### config.mk
export PLATFORM = sky130hd
export DESIGN_NAME = reg_file_seq
export DESIGN_NICKNAME = d
export VERILOG_FILES = /design/src/rtl/reg_file_seq_pkg.sv /design/src/rtl/reg_file_seq_alu.sv /design/src/rtl/reg_file_seq.sv
export SDC_FILE = /design/constraint.sdc
export NUM_CORES = 1
export LEC_CHECK = 0
export BUFFER_PORTS_ARGS = -buffer_cell sky130_fd_sc_hd__buf_2
export CAP_MARGIN = 15
export CORE_MARGIN = 10
export CORE_UTILIZATION = 49
export CTS_CLUSTER_SIZE = 25
export DETAILED_ROUTE_END_ITERATION = 10
export PLACE_DENSITY_LB_ADDON = 0.05
export SYNTH_ARGS = -nofsm -noshare
export SYNTH_HDL_FRONTEND = slang
export SYNTH_SLANG_ARGS = --single-unit
### constraint.sdc
create_clock -name clk -period 3.6 [get_ports clk]
set_input_delay 0 -clock clk [delete_from_list [all_inputs] [get_ports clk]]
set_output_delay 0 -clock clk [all_outputs]
set_load 0.01 [all_outputs]
### src/rtl/reg_file_seq_pkg.sv
// Shared opcodes, FSM encoding and default sizes for the register-file sequencer.
// Latency: n/a (declarations only). Backpressure: n/a.
package reg_file_seq_pkg;

    localparam int DEF_WIDTH  = 9;
    localparam int DEF_ADDR_W = 2;

    localparam logic [2:0] OP_NOP = 3'b000;
    localparam logic [2:0] OP_LDI = 3'b001;
    localparam logic [2:0] OP_MOV = 3'b010;
    localparam logic [2:0] OP_ADD = 3'b011;
    localparam logic [2:0] OP_SUB = 3'b100;
    localparam logic [2:0] OP_AND = 3'b101;
    localparam logic [2:0] OP_OR  = 3'b110;
    localparam logic [2:0] OP_XOR = 3'b111;

    typedef enum logic [1:0] {
        S_IDLE = 2'd0,
        S_READ = 2'd1,
        S_EXEC = 2'd2,
        S_WB   = 2'd3
    } state_t;

endpackage

### src/rtl/reg_file_seq_alu.sv
// Combinational ALU for the sequencer: op/A/B/imm -> {carry, result}. REG_FILE_SEQ_SAT_EN makes ADD/SUB saturate.
// Latency: 0 cycles (pure combinational). Backpressure: none.
module seq_alu
    import reg_file_seq_pkg::*;
#(
    parameter int WIDTH = DEF_WIDTH
) (
    input  logic [2:0]       op_i,
    input  logic [WIDTH-1:0] a_i,
    input  logic [WIDTH-1:0] b_i,
    input  logic [WIDTH-1:0] imm_i,
    output logic [WIDTH-1:0] res_o,
    output logic             carry_o
);

    logic [WIDTH:0] sum;
    logic [WIDTH:0] diff;
    logic [WIDTH:0] out;

    always_comb begin
        sum  = {1'b0, a_i} + {1'b0, b_i};
        // Top bit of the zero-extended difference is the borrow (A < B).
        diff = {1'b0, a_i} - {1'b0, b_i};
        out  = '0;
        case (op_i)
            OP_LDI: out = {1'b0, imm_i};
            OP_MOV: out = {1'b0, a_i};
`ifdef REG_FILE_SEQ_SAT_EN
            OP_ADD: out = sum[WIDTH]  ? {1'b1, {WIDTH{1'b1}}} : sum;
            OP_SUB: out = diff[WIDTH] ? {1'b1, {WIDTH{1'b0}}} : diff;
`else
            OP_ADD: out = sum;
            OP_SUB: out = diff;
`endif
            OP_AND: out = {1'b0, a_i & b_i};
            OP_OR:  out = {1'b0, a_i | b_i};
            OP_XOR: out = {1'b0, a_i ^ b_i};
            default: out = '0;
        endcase
    end

    assign res_o   = out[WIDTH-1:0];
    assign carry_o = out[WIDTH];

endmodule

### src/rtl/reg_file_seq.sv
// Four-state sequencer (IDLE/READ/EXEC/WB) driving a 4x9 register file; optional macro REG_FILE_SEQ_SAT_EN.
// Latency: write/done in the 3rd cycle after the handshake cycle. Backpressure: in_ready high only in IDLE.
module reg_file_seq
    import reg_file_seq_pkg::*;
#(
    parameter int WIDTH  = DEF_WIDTH,
    parameter int ADDR_W = DEF_ADDR_W
) (
    input  logic              clk,
    input  logic              rst_n,
    input  logic              in_valid,
    output logic              in_ready,
    input  logic [2:0]        in_op,
    input  logic [ADDR_W-1:0] in_dst,
    input  logic [ADDR_W-1:0] in_src0,
    input  logic [ADDR_W-1:0] in_src1,
    input  logic [WIDTH-1:0]  in_imm,
    output logic [ADDR_W-1:0] rf_rd0_addr,
    output logic [ADDR_W-1:0] rf_rd1_addr,
    input  logic [WIDTH-1:0]  rf_rd0_data,
    input  logic [WIDTH-1:0]  rf_rd1_data,
    output logic              rf_wr_en,
    output logic [ADDR_W-1:0] rf_wr_addr,
    output logic [WIDTH-1:0]  rf_wr_data,
    output logic              done,
    output logic [WIDTH-1:0]  result,
    output logic              carry,
    output logic              zero
);

    state_t            state_q, state_d;
    logic [2:0]        op_q;
    logic [ADDR_W-1:0] dst_q, src0_q, src1_q;
    logic [WIDTH-1:0]  imm_q, a_q, b_q, result_q;
    logic              carry_q, zero_q, wr_en_q, done_q;
    logic [WIDTH-1:0]  alu_res;
    logic              alu_carry;

    seq_alu #(.WIDTH(WIDTH)) u_alu (
        .op_i    (op_q),
        .a_i     (a_q),
        .b_i     (b_q),
        .imm_i   (imm_q),
        .res_o   (alu_res),
        .carry_o (alu_carry)
    );

    always_ff @(posedge clk or negedge rst_n) begin
        if (!rst_n) state_q <= S_IDLE;
        else        state_q <= state_d;
    end

    always_comb begin
        state_d = state_q;
        case (state_q)
            S_IDLE:  if (in_valid) state_d = S_READ;
            S_READ:  state_d = S_EXEC;
            S_EXEC:  state_d = S_WB;
            S_WB:    state_d = S_IDLE;
            default: state_d = S_IDLE;
        endcase
    end

    always_ff @(posedge clk or negedge rst_n) begin
        if (!rst_n) begin
            op_q     <= OP_NOP;
            dst_q    <= '0;
            src0_q   <= '0;
            src1_q   <= '0;
            imm_q    <= '0;
            a_q      <= '0;
            b_q      <= '0;
            result_q <= '0;
            carry_q  <= 1'b0;
            zero_q   <= 1'b0;
            wr_en_q  <= 1'b0;
            done_q   <= 1'b0;
        end else begin
            wr_en_q <= 1'b0;
            done_q  <= 1'b0;
            case (state_q)
                S_IDLE: begin
                    if (in_valid) begin
                        op_q   <= in_op;
                        dst_q  <= in_dst;
                        src0_q <= in_src0;
                        src1_q <= in_src1;
                        imm_q  <= in_imm;
                    end
                end
                S_READ: begin
                    a_q <= rf_rd0_data;
                    b_q <= rf_rd1_data;
                end
                S_EXEC: begin
                    // NOP retires but leaves the flags and the register file untouched.
                    if (op_q != OP_NOP) begin
                        result_q <= alu_res;
                        carry_q  <= alu_carry;
                        zero_q   <= (alu_res == '0);
                        wr_en_q  <= 1'b1;
                    end
                    done_q <= 1'b1;
                end
                default: ;
            endcase
        end
    end

    assign in_ready    = (state_q == S_IDLE);
    assign rf_rd0_addr = src0_q;
    assign rf_rd1_addr = src1_q;
    assign rf_wr_en    = wr_en_q;
    assign rf_wr_addr  = dst_q;
    assign rf_wr_data  = result_q;
    assign done        = done_q;
    assign result      = result_q;
    assign carry       = carry_q;
    assign zero        = zero_q;

endmodule

; ---- Word level (Yosys, flattened, before mapping)
; Index checks and enable logic that the tools add are counted.
[classes]
add_sub_neg = 2
multipliers = 0
n_div = 0
magnitude_cmp = 0
n_eq_ne = 11
shifts = 0
muxes = 6
n_bitwise = 3
reduce_logical = 5
[op_table]
columns = operator, n
row1 = $pmux W10 S7, 1
row2 = $eq A3 B3 Y1 const B, 4
row3 = $add A9 B9 Y10, 1
row4 = $sub A9 B9 Y10, 1
row5 = $and A9 B9 Y9, 1
row6 = $logic_not A9 Y1, 1
row7 = $or A9 B9 Y9, 1
row8 = $xor A9 B9 Y9, 1
row9 = $pmux W2 S4, 1
row10 = $eq A3 B2 Y1 const B, 2
row11 = $eq A2 B2 Y1 const B, 2
row12 = $reduce_and A2 Y1, 2
row13 = $eq A3 B1 Y1 const B, 1
row14 = $mux W1, 3
row15 = $reduce_bool A3 Y1, 1
row16 = $eq A2 B1 Y1 const B, 1
row17 = $logic_not A2 Y1, 1
row18 = $mux W2, 1
row19 = $ne A2 B2 Y1 const B, 1
[word_totals]
regBits = 51
latchBits = 0
ram_bits = 0
mem_bits_ro = 0
inputBits = 39
elab_cells = 40
memories = 0

; ---- Logic depth before layout (Yosys ltp)
; Gate-level depths: netlist of run 1.
[depth]
word_depth = 3
ltp_mapped = 12

; ---- By module
; Synthesis of run 1 repeated with hierarchy kept, for this count alone.
[unflattened]
hier_cells = 317
hier_area_um2 = 3377.0
[modules_own_cells]
columns = mod, n_inst, cells_per_inst, area_each_um2, seq_area_each_um2
row1 = reg_file_seq, 1, 130, 2060.7, 1276.2
row2 = seq_alu, 1, 187, 1316.3, 0.0

; ---- Worst setup path before layout of run 1
; Ideal clock, no wire load.
[synth_path]
path_type = flip-flop to flip-flop
start = reg op_q[2]
end = reg zero_q (netlist: zero)
setup_ns = 0.095
arrival_ns = 2.821
slack_ns = 0.684
stages_incl_launch_ff = 12
n_path_buf = 2
period_less_slack_ns = 2.916
cell_sequence = dfrtp_1 > buf_4 > nor3b_1 > clkbuf_1 > mux2i_1 > fa_1 > a211oi_1 > nor2_1 > xor2_1 > a221oi_1 > nand4_1 > o31ai_1
[synth_between]
elab_chain_cells = 3
word_cells_on_any_way = 11
cone_classes = eq/ne: 7 / mux: 1 / reduce/logical: 3
[synth_rtl]
columns = item, line_no
row1 = "start, declared", reg_file_seq.sv:32  ; logic [2:0] op_q;
row2 = "start signal, assigned", reg_file_seq.sv:84  ; op_q <= in_op;
row3 = $eq A3 B3 Y1 (tied with other cells), reg_file_seq_alu.sv:25  ; case (op_i)
row4 = $pmux W10 S7, reg_file_seq_alu.sv:25
row5 = $logic_not A9 Y1, reg_file_seq.sv:100  ; zero_q <= (alu_res == '0);
row6 = "end signal, assigned", reg_file_seq.sv:100
row7 = "end, declared", reg_file_seq.sv:35  ; logic carry_q, zero_q, wr_en_q, done_q;
; Parallel ways exist; a longest one is shown, timed or not.
; A chain may end at the register's enable or synchronous reset.

; ---- Worst setup path after layout of run 1
[layout_path]
start = reg b_q[1]
end = reg zero_q (netlist: zero)
[layout_between]
elab_chain_cells = 3
word_cells_on_any_way = 7
cone_classes = add/sub: 2 / mux: 1 / bitwise: 3 / reduce/logical: 1
[layout_rtl]
columns = item, line_no
row1 = "start, declared", reg_file_seq.sv:34  ; logic [WIDTH-1:0] imm_q, a_q, b_q, result_q;
row2 = "start signal, assigned", reg_file_seq.sv:93  ; b_q <= rf_rd1_data;
row3 = $sub A9 B9 Y10 (tied with other cells), reg_file_seq_alu.sv:23  ; diff = {1'b0, a_i} - {1'b0, b_i};
row4 = $pmux W10 S7 (*), reg_file_seq_alu.sv:25
row5 = $logic_not A9 Y1 (*), reg_file_seq.sv:100
; Every way passes the cells marked *; elsewhere a longest branch is shown, timed or not.

==> out/results.tsv, run 1 <==
metric	value	unit
outcome	completed	
setup-violating endpoint count in the final report	0	
number of global-route vias before repair	2823	
share of the synthesized area in compound gates (AO/OA/AOI/OAI)	16.5	%
Post-Syn Area per Cell	9.43	µm²
Synth Area in Adders	12.3	%
number of register bits inferred by synthesis	51	
CTS tree	built	
clock tree root driver cell	sky130_fd_sc_hd__clkbuf_8	
kind of capture point of the worst setup path	flip-flop	
crit start category	flip-flop	
setup slack after placement	0.545	ns
maximum vdd ir drop	436	µV
number of buffers created by CTS	5	
Max Transition Viols Final	0	
Clk network pwr share	8.5	%
Combinational Power Share	66.7	%
final antenna-violating net count	0	
Max FO, Critical Path	7	
antenna violations before repair	0	
Hold WS	0.326	ns
critical path arrival	3.23	ns
part of the power in registers	24.8	%
chip height	102	µm
clk_lat worst skew	0.30	ns
area share of xor/xnor cells in the synthesized design	2.90	%
fraction of layout instances using a drive strength above 1	23.9	%
Net Count, Synth	423	
RSZ-0062 raised after global routing	false	
Post-synth EDFFs	0	
residual DRC count	0	
max-slew headroom at the worst pin	47.5	%
proportion of synthesized flip-flops having asynchronous set or reset	100	%
max-cap check violation count	0	
simple-gate share of the synthesized area	12.3	%
Seq/Total Area, Yosys	38.5	%
post-place instance area	3660	µm²
post-synthesis cell type count	50	
Most used DFF post-synth	sky130_fd_sc_hd__dfrtp_1	
final design instance area without fill	4170	µm²
Max Root-Sink Buffers	2	
setup TNS	0	ns
library cell occupying the most area in the post-synthesis netlist	sky130_fd_sc_hd__dfrtp_1	
number of iterations in the first detailed-routing pass	4	
number of cells in the design after placement	477	
Area growth syn-to-layout	25.6	%
horizontal extent of the die	102	µm
number of cell rows	29	
proportion of synthesized area in mux cells	9.88	%
count of warnings emitted by yosys	0	
Routed WL	8180	µm
combined global-route utilization of all metal layers	16.4	%
Post-Syn Area	3320	µm²
Via density	5.44	
diodes inserted	0	
wire length per cell after detailed routing	15.6	µm
leftover overflow at the end of global routing	0	
largest family of logic cells by synthesized area	compound AO/OA/AOI/OAI gates	
number of sinks on the clock net	51	
count of final hold-check violations	0	
Finished Layout Cells	524	
Slew @ Worst Pin	0.785	ns
Max Clock Freq	328	MHz
final worst-path cycle share	84.6	%
synthesized netlist cell count	352	
Crit path required time	3.78	ns
total core area	6460	µm²
global-route wire length before repair	13900	µm
Pint	2.27	mW
port buffer count	67	
H-tree levels	2	
utilization after layout	64.5	%
final critical-path setup slack	0.554	ns
Yosys top cell area share	38.5	%
Setup CP Type	reg2reg	
Starting Density	51.4	%
iteration-0 DRC count of the detailed router	116	
HPWL after detailed placement	6010	µm
Ports	68	
Clock Skew	0.00982	ns
post-layout net count	517	
vias after detailed routing	2849	
DIE AREA	10500	µm²
net switching power	2.05	mW
cell types with the largest area share after synthesis	sky130_fd_sc_hd__dfrtp_1, sky130_fd_sc_hd__ha_1, sky130_fd_sc_hd__mux2_2, sky130_fd_sc_hd__o21ai_0, sky130_fd_sc_hd__nand2_1	
power per cell area	1030	nW/µm²
Hold/Removal Path Class	in2async	
largest net degree at the start of global routing	52	
clock slew at reported path FFs	0.10	ns
switching share of total power	47.4	%
total chip power	4.31	mW
Final Wtd Congestion	0.882	
static leakage	2.00	nW
min Tclk post-route	3.05	ns
## path summary, 6_finish.rpt
| kind | from | to | slack (ns) | cells after the start |
|---|---|---|---|---|
| min reg2reg | result[6] | result[6] | 0.50 | 2 |
| min in group clk | rf_rd1_data[3] | b_q[3] | 0.43 | 4 |
| max in group asynchronous | rst_n | imm_q[5] | 2.84 | 3 |
| min | rst_n | state_q[1] | 0.33 | 3 |
| max | b_q[1] | zero | 0.55 | 12 |
| max reg2reg | b_q[1] | zero | 0.55 | 12 |
## placed cells by master, fill, tap and decap left out, types with 3 or more instances in the layout
master	Yosys	final
sky130_fd_sc_hd__clkbuf_8	0	7
sky130_fd_sc_hd__inv_1	29	29
sky130_fd_sc_hd__a22oi_1	3	3
sky130_fd_sc_hd__xnor2_1	8	8
sky130_fd_sc_hd__a31oi_1	3	3
sky130_fd_sc_hd__dlygate4sd3_1	0	38
sky130_fd_sc_hd__nand2_1	31	31
sky130_fd_sc_hd__a21oi_1	13	13
sky130_fd_sc_hd__dfrtp_1	51	51
sky130_fd_sc_hd__nor2_1	20	20
sky130_fd_sc_hd__nand2b_1	3	3
sky130_fd_sc_hd__o31ai_1	5	5
sky130_fd_sc_hd__nand3_1	9	9
sky130_fd_sc_hd__nor2b_1	6	6
sky130_fd_sc_hd__mux2_2	22	22
sky130_fd_sc_hd__o21ai_0	38	38
sky130_fd_sc_hd__mux2i_1	8	8
sky130_fd_sc_hd__xor2_1	3	3
sky130_fd_sc_hd__nor3b_1	3	3
sky130_fd_sc_hd__a221oi_1	3	3
sky130_fd_sc_hd__buf_4	10	7
sky130_fd_sc_hd__ha_1	31	31
sky130_fd_sc_hd__buf_2	8	67
## per-layer routing
layer  GRT usage, %  vias up  share of wire, %
met5              0        -                 0
met4           2.60        0              0.53
met3           3.91        4               7.2
met2           25.7       82                45
met1           22.7     1355                47
li1               -     1408                 -
## repair_timing
item | 4_1_cts | 5_1_grt
hold buffers | 38 | 0
resized for setup | 0 | 0
endpoints found under the setup margin | 0 | 0
setup buffers | 0 | 0
hold endpoints to repair | 89 | 0
## registers in the layout, indices dropped and copies added, names as in the netlist, 2 cells and up
signal	count
a_q	9
b_q	9
imm_q	9
op_q	3
result	9
rf_rd0_addr	2
rf_rd1_addr	2
rf_wr_addr	2
state_q	2
## synthesized netlist by cell type, drive strengths merged, types with 3 or more instances
cell / number
nor3b: 3
inv: 29
a221oi: 3
xor2: 3
nand2: 31
clkbuf: 7
buf: 19
a31oi: 3
mux2: 22
nand2b: 3
nand3: 9
a22oi: 3
a21oi: 13
o21ai: 38
nor2: 20
xnor2: 8
nor2b: 6
ha: 31
o31ai: 5
dfrtp: 51
mux2i: 8
## logic make-up (layout without fill, tap and decap cells)
logic type / after synthesis / count (layout)
buffers and inverters: 55 / 150
flip-flops: 51 / 51
multiplexers: 30 / 30
XOR/XNOR: 11 / 11
adder cells (fa/ha/maj): 32 / 32
AND/OR/NAND/NOR: 86 / 86
AO/OA/AOI/OAI: 87 / 87
## power groups by stage
stage / sequential (mW) / combinational, mW / clock, mW
after floorplan: 1.08 / 2.11 / 0
after global placement: 1.07 / 2.78 / 0
after detailed placement: 1.08 / 2.81 / 0
after CTS: 1.07 / 2.86 / 0.384
after global routing: 1.12 / 3.25 / 0.402
final: 1.07 / 2.88 / 0.366
## layout make-up
class | count | area (µm²)
Clock buffer | 7 | 96.3
Clock inverter | 1 | 7.51
Fill cell | 547 | 2290
Inverter | 29 | 109
Multi-Input combinational cell | 246 | 1790
Sequential cell | 51 | 1280
Tap cell | 77 | 96.3
Timing Repair Buffer | 113 | 796
## critical path, stage by stage (launching register included)
cell	delay, ns
sky130_fd_sc_hd__dfrtp_1	0.43
sky130_fd_sc_hd__inv_1	0.12
sky130_fd_sc_hd__ha_1	0.17
sky130_fd_sc_hd__nor2b_1	0.30
sky130_fd_sc_hd__a31oi_1	0.16
sky130_fd_sc_hd__xnor2_1	0.15
sky130_fd_sc_hd__ha_1	0.36
sky130_fd_sc_hd__a2111oi_0	0.41
sky130_fd_sc_hd__o21ai_0	0.20
sky130_fd_sc_hd__a211o_1	0.32
sky130_fd_sc_hd__and3_1	0.17
sky130_fd_sc_hd__nand4_1	0.06
sky130_fd_sc_hd__o31ai_1	0.07
(Power assumes the default switching activity.)
==> run 2: changes to the inputs <==
clock period = 2.9 ns   (was 3.6 ns; I/O delays follow)
==> run 2 against run 1 <==
  * Critical path depth is 3 lower
  * Register-to-register slack worse by 0.42 ns
  * Largest cell class unchanged
  * Clock-buffer cell count decreased by 2
  * Critical path type unchanged
  * Cell count is 1.9% higher
  * Sequential share of layout area down 0.67 points
==> out/results.tsv, run 2 (synthesis results as in run 1) <==
metric	value	unit	change
Routed WL	8420	µm	+2.9%
post-layout net count	527		+1.9%
Crit path required time	3.11	ns	-0.67 ns
crit start category	flip-flop		
iteration-0 DRC count of the detailed router	77		-34%
number of iterations in the first detailed-routing pass	4		unchanged
setup slack after placement	0.00272	ns	-0.543 ns
residual DRC count	0		unchanged
commonest non-fill, non-tap cell in the layout	sky130_fd_sc_hd__buf_2		
H-tree levels	2		unchanged
Starting Density	51.4	%	unchanged
vias after detailed routing	2812		-1.3%
port buffer count	67		unchanged
wire length per cell after detailed routing	15.8	µm	+0.93%
critical path arrival	2.98	ns	-0.25 ns
Slew @ Worst Pin	0.799	ns	+0.0142 ns
final antenna-violating net count	0		unchanged
highest-count cells in the layout ignoring fill and taps	sky130_fd_sc_hd__buf_2, sky130_fd_sc_hd__dfrtp_1, sky130_fd_sc_hd__dlygate4sd3_1		
cell depth of the worst flop-to-flop path	9		-3
clock slew at reported path FFs	0.10	ns	about the same
diodes inserted	0		unchanged
outcome	completed		
global-route wire length before repair	14000	µm	+0.69%
max-slew headroom at the worst pin	46.6	%	-0.95 points
Ports	68		unchanged
fraction of layout instances using a drive strength above 1	27.1	%	+3.2 points
horizontal extent of the die	102	µm	unchanged
Hold/Removal Path Class	in2async		
Reg-to-Reg End	zero		
Via density	5.27		-3.1%
total core area	6460	µm²	unchanged
Clock Skew	0.00875	ns	-0.00107 ns
final worst-path cycle share	95.4	%	+11 points
number of cells in the design after placement	487		+2.1%
DIE AREA	10500	µm²	unchanged
Final Wtd Congestion	0.841		-4.7%
number of cell rows	29		unchanged
HPWL after detailed placement	6320	µm	+5.1%
kind of capture point of the worst setup path	flip-flop		
antenna violations before repair	0		unchanged
flop-to-flop setup slack	0.13	ns	-0.42 ns
Max Root-Sink Buffers	2		unchanged
clk_lat worst skew	0.31	ns	about the same
Max FO, Critical Path	2		-5
clock tree root driver cell	sky130_fd_sc_hd__clkbuf_8		
number of sinks on the clock net	51		unchanged
largest net degree at the start of global routing	37		-29%
maximum vdd ir drop	538	µV	+23%
r2r startpoint	op_q[0]		
count of final hold-check violations	0		unchanged
chip height	102	µm	unchanged
Setup CP Type	reg2reg		
number of buffers created by CTS	5		unchanged
CTS tree	built		
min Tclk post-route	2.77	ns	-0.280 ns
Area growth syn-to-layout	28.5	%	
number of global-route vias before repair	2862		+1.4%
power per cell area	1330	nW/µm²	+29%
leftover overflow at the end of global routing	0		unchanged
RSZ-0062 raised after global routing	true		
max-cap check violation count	0		unchanged
combined global-route utilization of all metal layers	16.7	%	+0.36 points
Finished Layout Cells	534		+1.9%
setup-violating endpoint count in the final report	0		unchanged
Max Transition Viols Final	0		unchanged
static leakage	2.06	nW	+2.9%
# fillers	548		+0.18%
Max Clock Freq	362	MHz	+10%
final critical-path setup slack	0.134	ns	-0.420 ns
run 2: how the worst max path moves through the flow:
stage | to | depth (start not counted) | from | slack [ns]
floorplan | zero | 11 | op_q[2] | 0.07
global placement | zero | 12 | b_q[0] | 0.08
detailed placement | zero | 12 | b_q[0] | 0.003
CTS | zero | 12 | b_q[0] | 0.01
global route | zero | 13 | op_q[0] | -0.02
finish | zero | 9 | op_q[0] | 0.13
run 2: per-stage QoR:
stage	hold slack [ns]	setup TNS (ns)	utilization, %	total power [mW]	instance area, µm²
after floorplan	-0.296	0	-	3.97	3320
final	0.263	0	66.0	5.67	4260
after global placement	0.0788	0	57.8	4.96	3730
after detailed placement	0.0771	0	57.8	5.00	3730
after global routing	0.330	-0.0234	66.0	6.27	4260
after CTS	0.272	0	65.6	5.60	4240
run 2: cell type report:
| class | count | area [µm²] | area share (%) |
|---|---|---|---|
| Inverter | 29 | 109 | 2.55 |
| Sequential cell | 51 | 1280 | 29.9 |
| Multi-Input combinational cell | 246 | 1820 | 42.6 |
| Clock buffer | 5 | 68.8 | 1.61 |
| Timing Repair Buffer | 123 | 851 | 20.0 |
| Clock inverter | 3 | 43.8 | 1.03 |
| Tap cell | 77 | 96.3 | 2.26 |
run 2: per-layer routing:
layer | track usage (%) | routed length, µm | part of all wire, % | vias to the layer above
met5 | 0 | 0 | 0 | -
li1 | - | - | - | 1423
met1 | 22.4 | 4090 | 49 | 1318
met4 | 3.25 | 59 | 0.70 | 0
met2 | 27.2 | 3760 | 45 | 66
met3 | 3.78 | 507 | 6.0 | 5
run 2: where the power goes:
group	switching [mW]	leakage (nW)	internal, mW
Sequential	0.266	0.625	1.06
Combinational	2.14	1.37	1.70
Clock	0.244	0.0581	0.257
Total	2.65	2.06	3.02
run 2: worst max-delay path, stage by stage, from the launching register on:
cell and delay (ns):
sky130_fd_sc_hd__dfrtp_1 0.40, sky130_fd_sc_hd__nor3b_2 0.28, sky130_fd_sc_hd__mux2i_2 0.32, sky130_fd_sc_hd__fa_1 0.48, sky130_fd_sc_hd__nor2_1 0.12, sky130_fd_sc_hd__o311ai_0 0.13, sky130_fd_sc_hd__a221oi_1 0.34, sky130_fd_sc_hd__and3_1 0.24
sky130_fd_sc_hd__nand4_1 0.11, sky130_fd_sc_hd__o31ai_1 0.24
run 2: timing repair:
item	in CTS	in global routing
setup endpoints to repair	2	4
hold buffers	38	0
hold endpoints to repair	67	0
gates resized for setup	2	8
buffers inserted	1	0
==> run 3: changes to the inputs <==
CORE_UTILIZATION = 35   (was 49)
SETUP_SLACK_MARGIN = 0.4   (was unset)
==> run 3 against run 2 <==
  * Clock-buffer cell count rose by 2
  * Register-to-register slack gained 0.098 ns
  * Sequential share of layout area down 2.6 points
  * Non-clock buffer count grew 20
  * Core utilization is 15 points lower
  * Worst setup slack gained 0.098 ns
  * Design area rose by 9.8%
  * Largest power group unchanged
==> out/results.tsv, run 3 (synthesis results as in run 1) <==
metric	value	unit	change
Via density	4.76		-9.5%
Routed WL	9240	µm	+9.8%
highest-count cells in the layout ignoring fill and taps	sky130_fd_sc_hd__buf_2, sky130_fd_sc_hd__dfrtp_1, sky130_fd_sc_hd__dlygate4sd3_1		
Clock Skew	0.00600	ns	-0.00276 ns
number of cell rows	35		+21%
setup TNS	0	ns	unchanged
number of buffers created by CTS	5		unchanged
critical path arrival	2.89	ns	-0.09 ns
Slew @ Worst Pin	0.812	ns	+0.0124 ns
largest net degree at the start of global routing	46		+24%
clock tree root driver cell	sky130_fd_sc_hd__clkbuf_8		
Clk network pwr share	6.7	%	-2.1 points
HPWL after detailed placement	6710	µm	+6.1%
Hold/Removal Path Class	in2async		
utilization after layout	50.7	%	-15 points
Max FO, Critical Path	2		unchanged
outcome	completed		
maximum vdd ir drop	413	µV	-23%
global-route wire length before repair	15900	µm	+13%
residual DRC count	0		unchanged
power per cell area	1430	nW/µm²	+7.8%
chip height	117	µm	+15%
Crit path required time	3.12	ns	about the same
Max Clock Freq	375	MHz	+3.7%
final worst-path cycle share	92.0	%	-3.4 points
H-tree levels	2		unchanged
combined global-route utilization of all metal layers	13.6	%	-3.2 points
Area growth syn-to-layout	41.1	%	
wire length per cell after detailed routing	15.2	µm	-3.3%
number of global-route vias before repair	3106		+8.5%
number of sinks on the clock net	51		unchanged
crit start category	flip-flop		
fraction of layout instances using a drive strength above 1	36.5	%	+9.3 points
min Tclk post-route	2.67	ns	-0.0981 ns
DIE AREA	13800	µm²	+32%
total core area	9240	µm²	+43%
number of iterations in the first detailed-routing pass	4		unchanged
clock slew at reported path FFs	0.10	ns	about the same
Final Wtd Congestion	0.812		-3.4%
Starting Density	35.9	%	-15 points
max-cap check violation count	0		unchanged
static leakage	2.19	nW	+6.5%
commonest non-fill, non-tap cell in the layout	sky130_fd_sc_hd__buf_2		
iteration-0 DRC count of the detailed router	80		+3.9%
kind of capture point of the worst setup path	flip-flop		
CTS tree	built		
setup-violating endpoint count in the final report	0		unchanged
final antenna-violating net count	0		unchanged
horizontal extent of the die	117	µm	+15%
Combinational Power Share	73.2	%	+5.4 points
diodes inserted	0		unchanged
post-layout net count	547		+3.8%
Pint	3.63	mW	+20%
Max Root-Sink Buffers	2		unchanged
Max Transition Viols Final	0		unchanged
RSZ-0062 raised after global routing	true		
Ports	68		unchanged
max-slew headroom at the worst pin	45.7	%	-0.83 points
leftover overflow at the end of global routing	0		unchanged
# fillers	862		+57%
count of final hold-check violations	0		unchanged
part of the power in registers	20.2	%	-3.2 points
antenna violations before repair	0		unchanged
switching share of total power	46.0	%	-0.83 points
vias after detailed routing	2887		+2.7%
Setup CP Type	reg2reg		
clk_lat worst skew	0.31	ns	about the same
port buffer count	67		unchanged
net switching power	3.09	mW	+16%
## run 3: area by class of cell
class | instances | area [µm²] | share of cell area (%)
repair buffers | 143 | 1030 | 22.0
clock buffers | 7 | 86.3 | 1.84
clock inverters | 1 | 8.76 | 0.187
flip-flops and latches | 51 | 1280 | 27.3
multi-input cells | 246 | 2010 | 42.9
well taps | 129 | 161 | 3.45
inverters | 29 | 109 | 2.33
## run 3: power groups by stage
stage               logic (mW)  clock network (mW)  registers, mW
floorplan                 2.76                   0           1.36
global placement          3.88                   0           1.36
detailed placement        3.87                   0           1.37
CTS                       4.43               0.472           1.36
global route              5.45               0.488           1.42
finish                    4.91               0.447           1.35
## run 3: through the flow
| step | worst slack, ns | instance area [µm²] | power (mW) | cells | hold WS, ns |
|---|---|---|---|---|---|
| after floorplan | 0.372 | 3400 | 4.12 | 352 | -0.296 |
| after global placement | 0.108 | 3870 | 5.24 | 540 | 0.204 |
| after detailed placement | 0.0408 | 3870 | 5.24 | 540 | 0.212 |
| after CTS | 0.261 | 4530 | 6.26 | 598 | 0.415 |
| after global routing | 0.0207 | 4680 | 7.36 | 606 | 0.231 |
| final | 0.232 | 4680 | 6.71 | 606 | 0.186 |
## run 3: timing repair
item,4_1_cts,5_1_grt
hold endpoints to repair,81,0
gates resized for setup,24,21
pin swaps,10,18
endpoints found under the setup margin,7,8
setup buffers,12,7
hold buffers,38,0
## run 3: per-layer routing
layer,wire [µm],global-route usage [%],vias to the layer above
met5,0,0,-
met4,59,2.58,0
met3,424,3.12,4
met2,4170,21.2,54
met1,4590,18.6,1357
li1,-,-,1472
## run 3: final timing paths
kind	start	to	slack (ns)	cells after the start
worst max register to register	op_q[1]	zero	0.23	10
worst min-delay path	rst_n	result[8]	0.19	2
min in group clk	rf_rd0_data[5]	a_q[5]	0.42	4
worst max-delay path	op_q[1]	zero	0.23	10
max in group asynchronous	rst_n	imm_q[2]	2.06	4
worst min register to register	carry	carry	0.49	1
## run 3: worst max-delay path, stage by stage (launching register included)
cell and delay [ns]:
sky130_fd_sc_hd__dfrtp_1 0.42, sky130_fd_sc_hd__nor3b_4 0.24, sky130_fd_sc_hd__buf_6 0.14, sky130_fd_sc_hd__mux2i_4 0.24, sky130_fd_sc_hd__fa_2 0.49, sky130_fd_sc_hd__nor2_2 0.11
sky130_fd_sc_hd__o311ai_2 0.09, sky130_fd_sc_hd__a221oi_2 0.31, sky130_fd_sc_hd__and3_1 0.22, sky130_fd_sc_hd__nand4_1 0.08, sky130_fd_sc_hd__o31ai_1 0.24
